## src/rtl/hovalaag_sequencer.sv

```systemverilog
// hovalaag_sequencer: fetches host instructions by PC, slices them onto the Hovalaag wrapper's
// one-hot addr bus, refills IN1/IN2 and returns OUT1/OUT2. Define HOV_SEQ_DEBUG_EN for D0..D3 + dbg_*.
module hovalaag_sequencer #(
  parameter int RST_CYCLES = 2
) (
  input  logic        clk,
  input  logic        reset_n,
  input  logic        start,
  input  logic        abort,
  input  logic [7:0]  stop_pc,
  output logic        busy,
  output logic        done,
  output logic [7:0]  pc,
  input  logic [31:0] instr_data,
  input  logic        instr_valid,
  output logic        instr_ready,
  input  logic [11:0] in1_data,
  input  logic        in1_valid,
  output logic        in1_ready,
  input  logic [11:0] in2_data,
  input  logic        in2_valid,
  output logic        in2_ready,
  output logic [11:0] out_data,
  output logic        out_sel,
  output logic        out_valid,
  input  logic        out_ready,
  output logic        hov_reset,
  output logic [9:0]  hov_addr,
  output logic [5:0]  hov_wdata,
  input  logic [7:0]  hov_rdata,
`ifdef HOV_SEQ_DEBUG_EN
  output logic [7:0]  dbg_a,
  output logic [7:0]  dbg_b,
  output logic [7:0]  dbg_c,
  output logic [7:0]  dbg_d,
`endif
  output logic [4:0]  fsm_state
);

  // Streams transfer on a rising edge where valid && ready; ready is high only in the consuming state.
  typedef enum logic [4:0] {
    S_IDLE, S_RST, S_W_IN1, S_W_IN2, S_A6, S_A7, S_A8, S_A9, S_PUSH, S_FETCH,
    S_L0, S_L1, S_L2, S_L3, S_L4, S_EXEC, S_D0, S_D1, S_D2, S_D3
  } state_t;

  localparam logic [7:0] RST_LAST = 8'(RST_CYCLES - 1);

  state_t      state_q, state_d;
  logic [7:0]  rst_cnt_q, rst_cnt_d;
  logic        prime_q, prime_d;
  logic        abort_q, abort_d;
  logic [31:0] instr_q, instr_d;
  logic [11:0] in1_sh_q, in1_sh_d;
  logic [11:0] in2_sh_q, in2_sh_d;
  logic [3:0]  status_q, status_d;
  logic [11:0] out_q, out_d;
  logic [7:0]  pc_q, pc_d;
  logic        done_d;
  logic        post_out;
  logic        bound;

  function automatic logic [9:0] addr_of(input state_t s);
    logic [9:0] a;
    case (s)
      S_L0, S_D0: a = 10'h001;
      S_L1, S_D1: a = 10'h002;
      S_L2, S_D2: a = 10'h004;
      S_L3, S_D3: a = 10'h008;
      S_L4:       a = 10'h010;
      S_EXEC:     a = 10'h020;
      S_A6:       a = 10'h040;
      S_A7:       a = 10'h080;
      S_A8:       a = 10'h100;
      S_A9:       a = 10'h200;
      default:    a = 10'h000;
    endcase
    return a;
  endfunction

  function automatic logic [5:0] wdata_of(input state_t s, input logic [31:0] ins,
                                          input logic [11:0] i1, input logic [11:0] i2);
    logic [5:0] w;
    case (s)
      S_L0, S_D0: w = ins[5:0];
      S_L1, S_D1: w = ins[11:6];
      S_L2, S_D2: w = ins[17:12];
      S_L3, S_D3: w = ins[23:18];
      S_L4:       w = ins[29:24];
      S_EXEC:     w = {4'b0000, ins[31:30]};
      S_A6:       w = i1[5:0];
      S_A7:       w = i1[11:6];
      S_A8:       w = i2[5:0];
      S_A9:       w = i2[11:6];
      default:    w = 6'd0;
    endcase
    return w;
  endfunction

  always_comb begin
    state_d   = state_q;
    rst_cnt_d = rst_cnt_q;
    prime_d   = prime_q;
    abort_d   = abort_q | abort;
    instr_d   = instr_q;
    in1_sh_d  = in1_sh_q;
    in2_sh_d  = in2_sh_q;
    status_d  = status_q;
    out_d     = out_q;
    pc_d      = pc_q;
    done_d    = 1'b0;
    post_out  = 1'b0;
    bound     = 1'b0;
    case (state_q)
      S_IDLE: begin
        abort_d = 1'b0;
        if (start) begin
          state_d   = S_RST;
          rst_cnt_d = 8'd0;
          prime_d   = 1'b1;
        end
      end
      S_RST: begin
        if (rst_cnt_q == RST_LAST) state_d = S_W_IN1;
        else rst_cnt_d = rst_cnt_q + 8'd1;
      end
      S_W_IN1: begin
        if (in1_valid) begin
          in1_sh_d = in1_data;
          state_d  = (status_q[1] || prime_q) ? S_W_IN2 : S_A6;
        end
      end
      S_W_IN2: begin
        if (in2_valid) begin
          in2_sh_d = in2_data;
          state_d  = S_A6;
        end
      end
      S_A6: begin
        pc_d    = hov_rdata;
        state_d = S_A7;
      end
      S_A7: begin
        out_d[7:0] = hov_rdata;
        state_d    = S_A8;
      end
      S_A8: begin
        out_d[11:8] = hov_rdata[3:0];
        state_d     = S_A9;
      end
      // A stale status from a previous run must not emit a result during the priming pass.
      S_A9: begin
        if (status_q[2] && !prime_q) state_d = S_PUSH;
        else post_out = 1'b1;
      end
      S_PUSH:  if (out_ready) post_out = 1'b1;
      S_FETCH: begin
        if (instr_valid) begin
          instr_d = instr_data;
          state_d = S_L0;
        end
      end
      S_L0: state_d = S_L1;
      S_L1: state_d = S_L2;
      S_L2: state_d = S_L3;
      S_L3: state_d = S_L4;
      S_L4: state_d = S_EXEC;
      S_EXEC: begin
        status_d = hov_rdata[3:0];
        if (hov_rdata[0])      state_d = S_W_IN1;
        else if (hov_rdata[1]) state_d = S_W_IN2;
        else                   state_d = S_A6;
      end
      S_D0: state_d = S_D1;
      S_D1: state_d = S_D2;
      S_D2: state_d = S_D3;
      S_D3: bound   = 1'b1;
      default: state_d = S_IDLE;
    endcase
    if (post_out) begin
`ifdef HOV_SEQ_DEBUG_EN
      state_d = S_D0;
`else
      bound = 1'b1;
`endif
    end
    // Step boundary: no cycle of its own, resolved on the edge leaving the last step state.
    if (bound) begin
      if (abort_q || abort || (!prime_q && (pc_q == stop_pc))) begin
        state_d = S_IDLE;
        done_d  = 1'b1;
        abort_d = 1'b0;
      end else begin
        state_d = S_FETCH;
        prime_d = 1'b0;
      end
    end
  end

  always_ff @(posedge clk or negedge reset_n) begin
    if (!reset_n) begin
      state_q     <= S_IDLE;
      rst_cnt_q   <= 8'd0;
      prime_q     <= 1'b0;
      abort_q     <= 1'b0;
      instr_q     <= 32'd0;
      in1_sh_q    <= 12'd0;
      in2_sh_q    <= 12'd0;
      status_q    <= 4'd0;
      out_q       <= 12'd0;
      pc_q        <= 8'd0;
      busy        <= 1'b0;
      done        <= 1'b0;
      instr_ready <= 1'b0;
      in1_ready   <= 1'b0;
      in2_ready   <= 1'b0;
      out_valid   <= 1'b0;
      hov_reset   <= 1'b0;
      hov_addr    <= 10'd0;
      hov_wdata   <= 6'd0;
`ifdef HOV_SEQ_DEBUG_EN
      dbg_a       <= 8'd0;
      dbg_b       <= 8'd0;
      dbg_c       <= 8'd0;
      dbg_d       <= 8'd0;
`endif
    end else begin
      state_q     <= state_d;
      rst_cnt_q   <= rst_cnt_d;
      prime_q     <= prime_d;
      abort_q     <= abort_d;
      instr_q     <= instr_d;
      in1_sh_q    <= in1_sh_d;
      in2_sh_q    <= in2_sh_d;
      status_q    <= status_d;
      out_q       <= out_d;
      pc_q        <= pc_d;
      busy        <= (state_d != S_IDLE);
      done        <= done_d;
      instr_ready <= (state_d == S_FETCH);
      in1_ready   <= (state_d == S_W_IN1);
      in2_ready   <= (state_d == S_W_IN2);
      out_valid   <= (state_d == S_PUSH);
      hov_reset   <= (state_d == S_RST);
      hov_addr    <= addr_of(state_d);
      hov_wdata   <= wdata_of(state_d, instr_d, in1_sh_d, in2_sh_d);
`ifdef HOV_SEQ_DEBUG_EN
      if (state_q == S_D0) dbg_a <= hov_rdata;
      if (state_q == S_D1) dbg_b <= hov_rdata;
      if (state_q == S_D2) dbg_c <= hov_rdata;
      if (state_q == S_D3) dbg_d <= hov_rdata;
`endif
    end
  end

  assign pc        = pc_q;
  assign out_data  = out_q;
  assign out_sel   = status_q[3];
  assign fsm_state = state_q;

endmodule

```

## config.mk

```make
export PLATFORM = sky130hd
export DESIGN_NAME = hovalaag_sequencer
export DESIGN_NICKNAME = d
export VERILOG_FILES = /design/src/rtl/hovalaag_sequencer.sv
export SDC_FILE = /design/constraint.sdc
export NUM_CORES = 1
export LEC_CHECK = 0
export ABC_AREA = 0
export BUFFER_PORTS_ARGS = -buffer_cell sky130_fd_sc_hd__buf_2
export CORE_MARGIN = 2
export CORE_UTILIZATION = 48
export CTS_CLUSTER_DIAMETER = 40
export DETAILED_ROUTE_END_ITERATION = 6
export HOLD_SLACK_MARGIN = 0.05
export PLACE_DENSITY_LB_ADDON = 0.3
export REMOVE_ABC_BUFFERS = 1
export SKIP_CTS_REPAIR_TIMING = 1
export SLEW_MARGIN = 20
export SYNTH_ARGS = -nofsm -noshare
export SYNTH_HDL_FRONTEND = slang
export SYNTH_SLANG_ARGS = --single-unit
```

## constraint.sdc

```tcl
create_clock -name clk -period 2.45 [get_ports clk]
set_input_delay 0.245 -clock clk [delete_from_list [all_inputs] [get_ports clk]]
set_output_delay 0.245 -clock clk [all_outputs]
set_load 0.03 [all_outputs]
```

==> key figures <==
Final layout
  – N_diodes: 0
  – Final Net Count: 719
  – Area grow syn2layout: 26.0%
  – Layout cells sized above 1: 39.3%
  – Most frequent cells in the layout: buf_2 (127), dfrtp_1 (111), nand2_1 (104), buf_4 (42), mux2_2 (40)
  – Most common cell after layout, fill and taps aside: buf_2
  – Non-filler instance count after layout: 777

Place
  – Port Buffers: 128
  – Post-DP HPWL: 9.82 mm
  – Placed instance count: 757
  – Gpl congestion: 0.984

Synth
  – Sequential fraction of the synthesis area: a little over half
  – FF+latch count, synth: 111
  – Cells after Synth: 472
  – Synthesized cell area: 5130 sq um
  – Syn avg cell area: 10.9 sq um
  – Distinct cells, synth: 72
  – Post-synth EDFFs: 0
  – Post-synth ARST share: 100%
  – Post-synth top flop: dfrtp_1
  – Yosys warns: 0

Setup path
  – R2R Setup Slk: 40 ps
  – Critical path required time: 2720 ps
  – Max FO, Critical Path: 4
  – Critical path class: flip-flop to flip-flop
  – CP endpoint kind: flip-flop
  – Startpoint types: flip-flop
  – Worst EP arrival: 2680 ps

Flow run
  – Max_cap viols: 0

STA
  – Final Hold Vio Count: 0
  – RSZ-0062 raised after global routing: yes
  – F_max: 415 MHz
  – Slew @ Worst Pin: 628 ps
  – Finish-stage setup viols: 0
  – Slew margin rel.: 58.2%
  – Max-slew violations: 0
  – Minimum clock period: 2410 ps
  – Crit share post-route: 98.4%
  – Worst Skew: 13.3 ps

Detailed routing
  – DR vias: 4190
  – Final ANT Viol Nets: 0
  – Routed WL per cell: 17.1 microns
  – Via density: around 5.4
  – DRC: 0
  – DRT Pass-1 Iters: 4
  – Total wire length: around 13 mm
  – 1st-iter DRT viols: around 380

Pwr
  – Power Density: around 1200 nW/um^2
  – Total Power: 7.92 mW
  – Leakage: between 3 and 4 nW
  – VDD IR max: 665 uV

Clocking
  – CTS root buffer: clkbuf_8
  – Reg clk slew, reported paths: 100 ps
  – CTS Buf Count: 9
  – CTS tree: done
  – Max clock buf depth: 2
  – Clk sink count: 111
  – Worst-Skew Late Latency: between 300 and 400 ps
  – H-tree lvl count: 3

Run status
  – Status: complete, no violations

Floorplanning
  – Die Ht: 107 microns
  – Die X: about 110 microns
  – # IOs: 129
  – Initial Util: roughly half
  – Core Box Area: 10400 sq um
  – Site row count: 37
  – Die area: 11500 sq um

Global route
  – GRT Resource Usage Total: 24.5%
  – Largest net degree at the start of global routing: 112
  – Remaining global-route overflow: 0
  – Vias in the first global route: 4376
  – Antenna violations before repair: 0
  – First-pass GRT wire length: about 22 mm

Min path
  – Worst min-delay path class: input pin to flip-flop
## state kept, by name, indices dropped and copies added (netlist names)
| register | flops |
|---|---|
| instr_q | 26 |
| in1_sh_q | 12 |
| in2_sh_q | 12 |
| out_data | 12 |
| hov_addr | 10 |
| pc | 8 |
| rst_cnt_q | 8 |
| hov_wdata | 6 |
| fsm_state | 5 |
| status_q | 3 |
| abort_q | 1 |
| busy | 1 |
| done | 1 |
| hov_reset | 1 |
| in1_ready | 1 |
| in2_ready | 1 |
| instr_ready | 1 |
| out_valid | 1 |
| prime_q | 1 |
## final timing paths
check / to / depth (start not counted) / start
min reg2reg: instr_q[7] / 2 / instr_q[7]
max reg2reg: busy / 8 / rst_cnt_q[1]
min: instr_q[25] / 3 / instr_data[25]
min in group asynchronous: instr_q[13] / 3 / reset_n
max in group asynchronous: done / 3 / reset_n
max: busy / 8 / rst_cnt_q[1]
## synthesized netlist by cell type (all sizes together) (6+ instances only)
cell type,count,area share (%)
a22oi,9,1.3
and3,12,1.5
buf,13,1.8
clkbuf,7,0.59
dfrtp,111,54
inv,12,0.88
mux2,41,9.0
mux2i,6,1.2
nand2,104,7.6
nand2b,7,0.85
nand3,14,1.4
nor2,17,1.2
nor2b,6,0.73
nor3,6,0.68
nor4,7,0.85
o21ai,15,1.5
xor2,8,1.4
## cell families after synthesis
logic type / Yosys count / share of synthesized area, %
xor gates and xnor gates: 8 / 1.37
AOI/OAI and AO/OA: 65 / 10.4
muxes: 47 / 10.2
and+or+nand+nor: 206 / 20.2
buffers and inverters: 33 / 3.29
DFF: 111 / 54.1
adders and majority gates: 2 / 0.488
## worst max-delay path: stages, from the launching register on
cell,delay [ps]
dfrtp_1,410
inv_1,70
ha_1,120
or4b_4,480
o211ai_4,200
o311ai_4,130
a211oi_4,280
o22ai_2,100
or4b_1,510
## cell type report
class / count / area [sq um]
Clock buffer: 10 / 128
Clock inverter: 5 / 82.6
Fill cell: 859 / 3900
Inverter: 13 / 48.8
Multi-Input combinational cell: 328 / 2230
Sequential cell: 111 / 2780
Tap cell: 136 / 170
Timing Repair Buffer: 174 / 1030
## per-layer routing
layer / global-route usage [%] / vias to the layer above / part of all wire [%]
li1: - / 1985 / -
met1: 31.2 / 2003 / 42
met2: 40.0 / 172 / 47
met3: 5.75 / 30 / 7.6
met4: 10.6 / 0 / 2.7
met5: 0 / - / 0
## power breakdown
part	leakage (nW)	switching (mW)	total, mW	internal (mW)
combinational	1.78	2.30	3.88	1.59
clock	0.107	0.619	1.19	0.575
sequential	1.41	0.319	2.84	2.52
## stage by stage
step	setup TNS [ps]	setup slack, ps	hold WS [ps]	area (sq um)	util (%)
2_1_floorplan	-11210	-962	-50.6	5010	-
3_3_place_gp	-89.5	-59.3	370	6160	59.4
3_5_place_dp	-200	-100	371	6160	59.4
4_1_cts	-281	-116	-43.1	6370	61.4
5_1_grt	-306	-78.9	47.0	6470	62.4
6_report	0	40.4	46.6	6470	62.4
No activity file was read; power rests on OpenSTA's default activity.
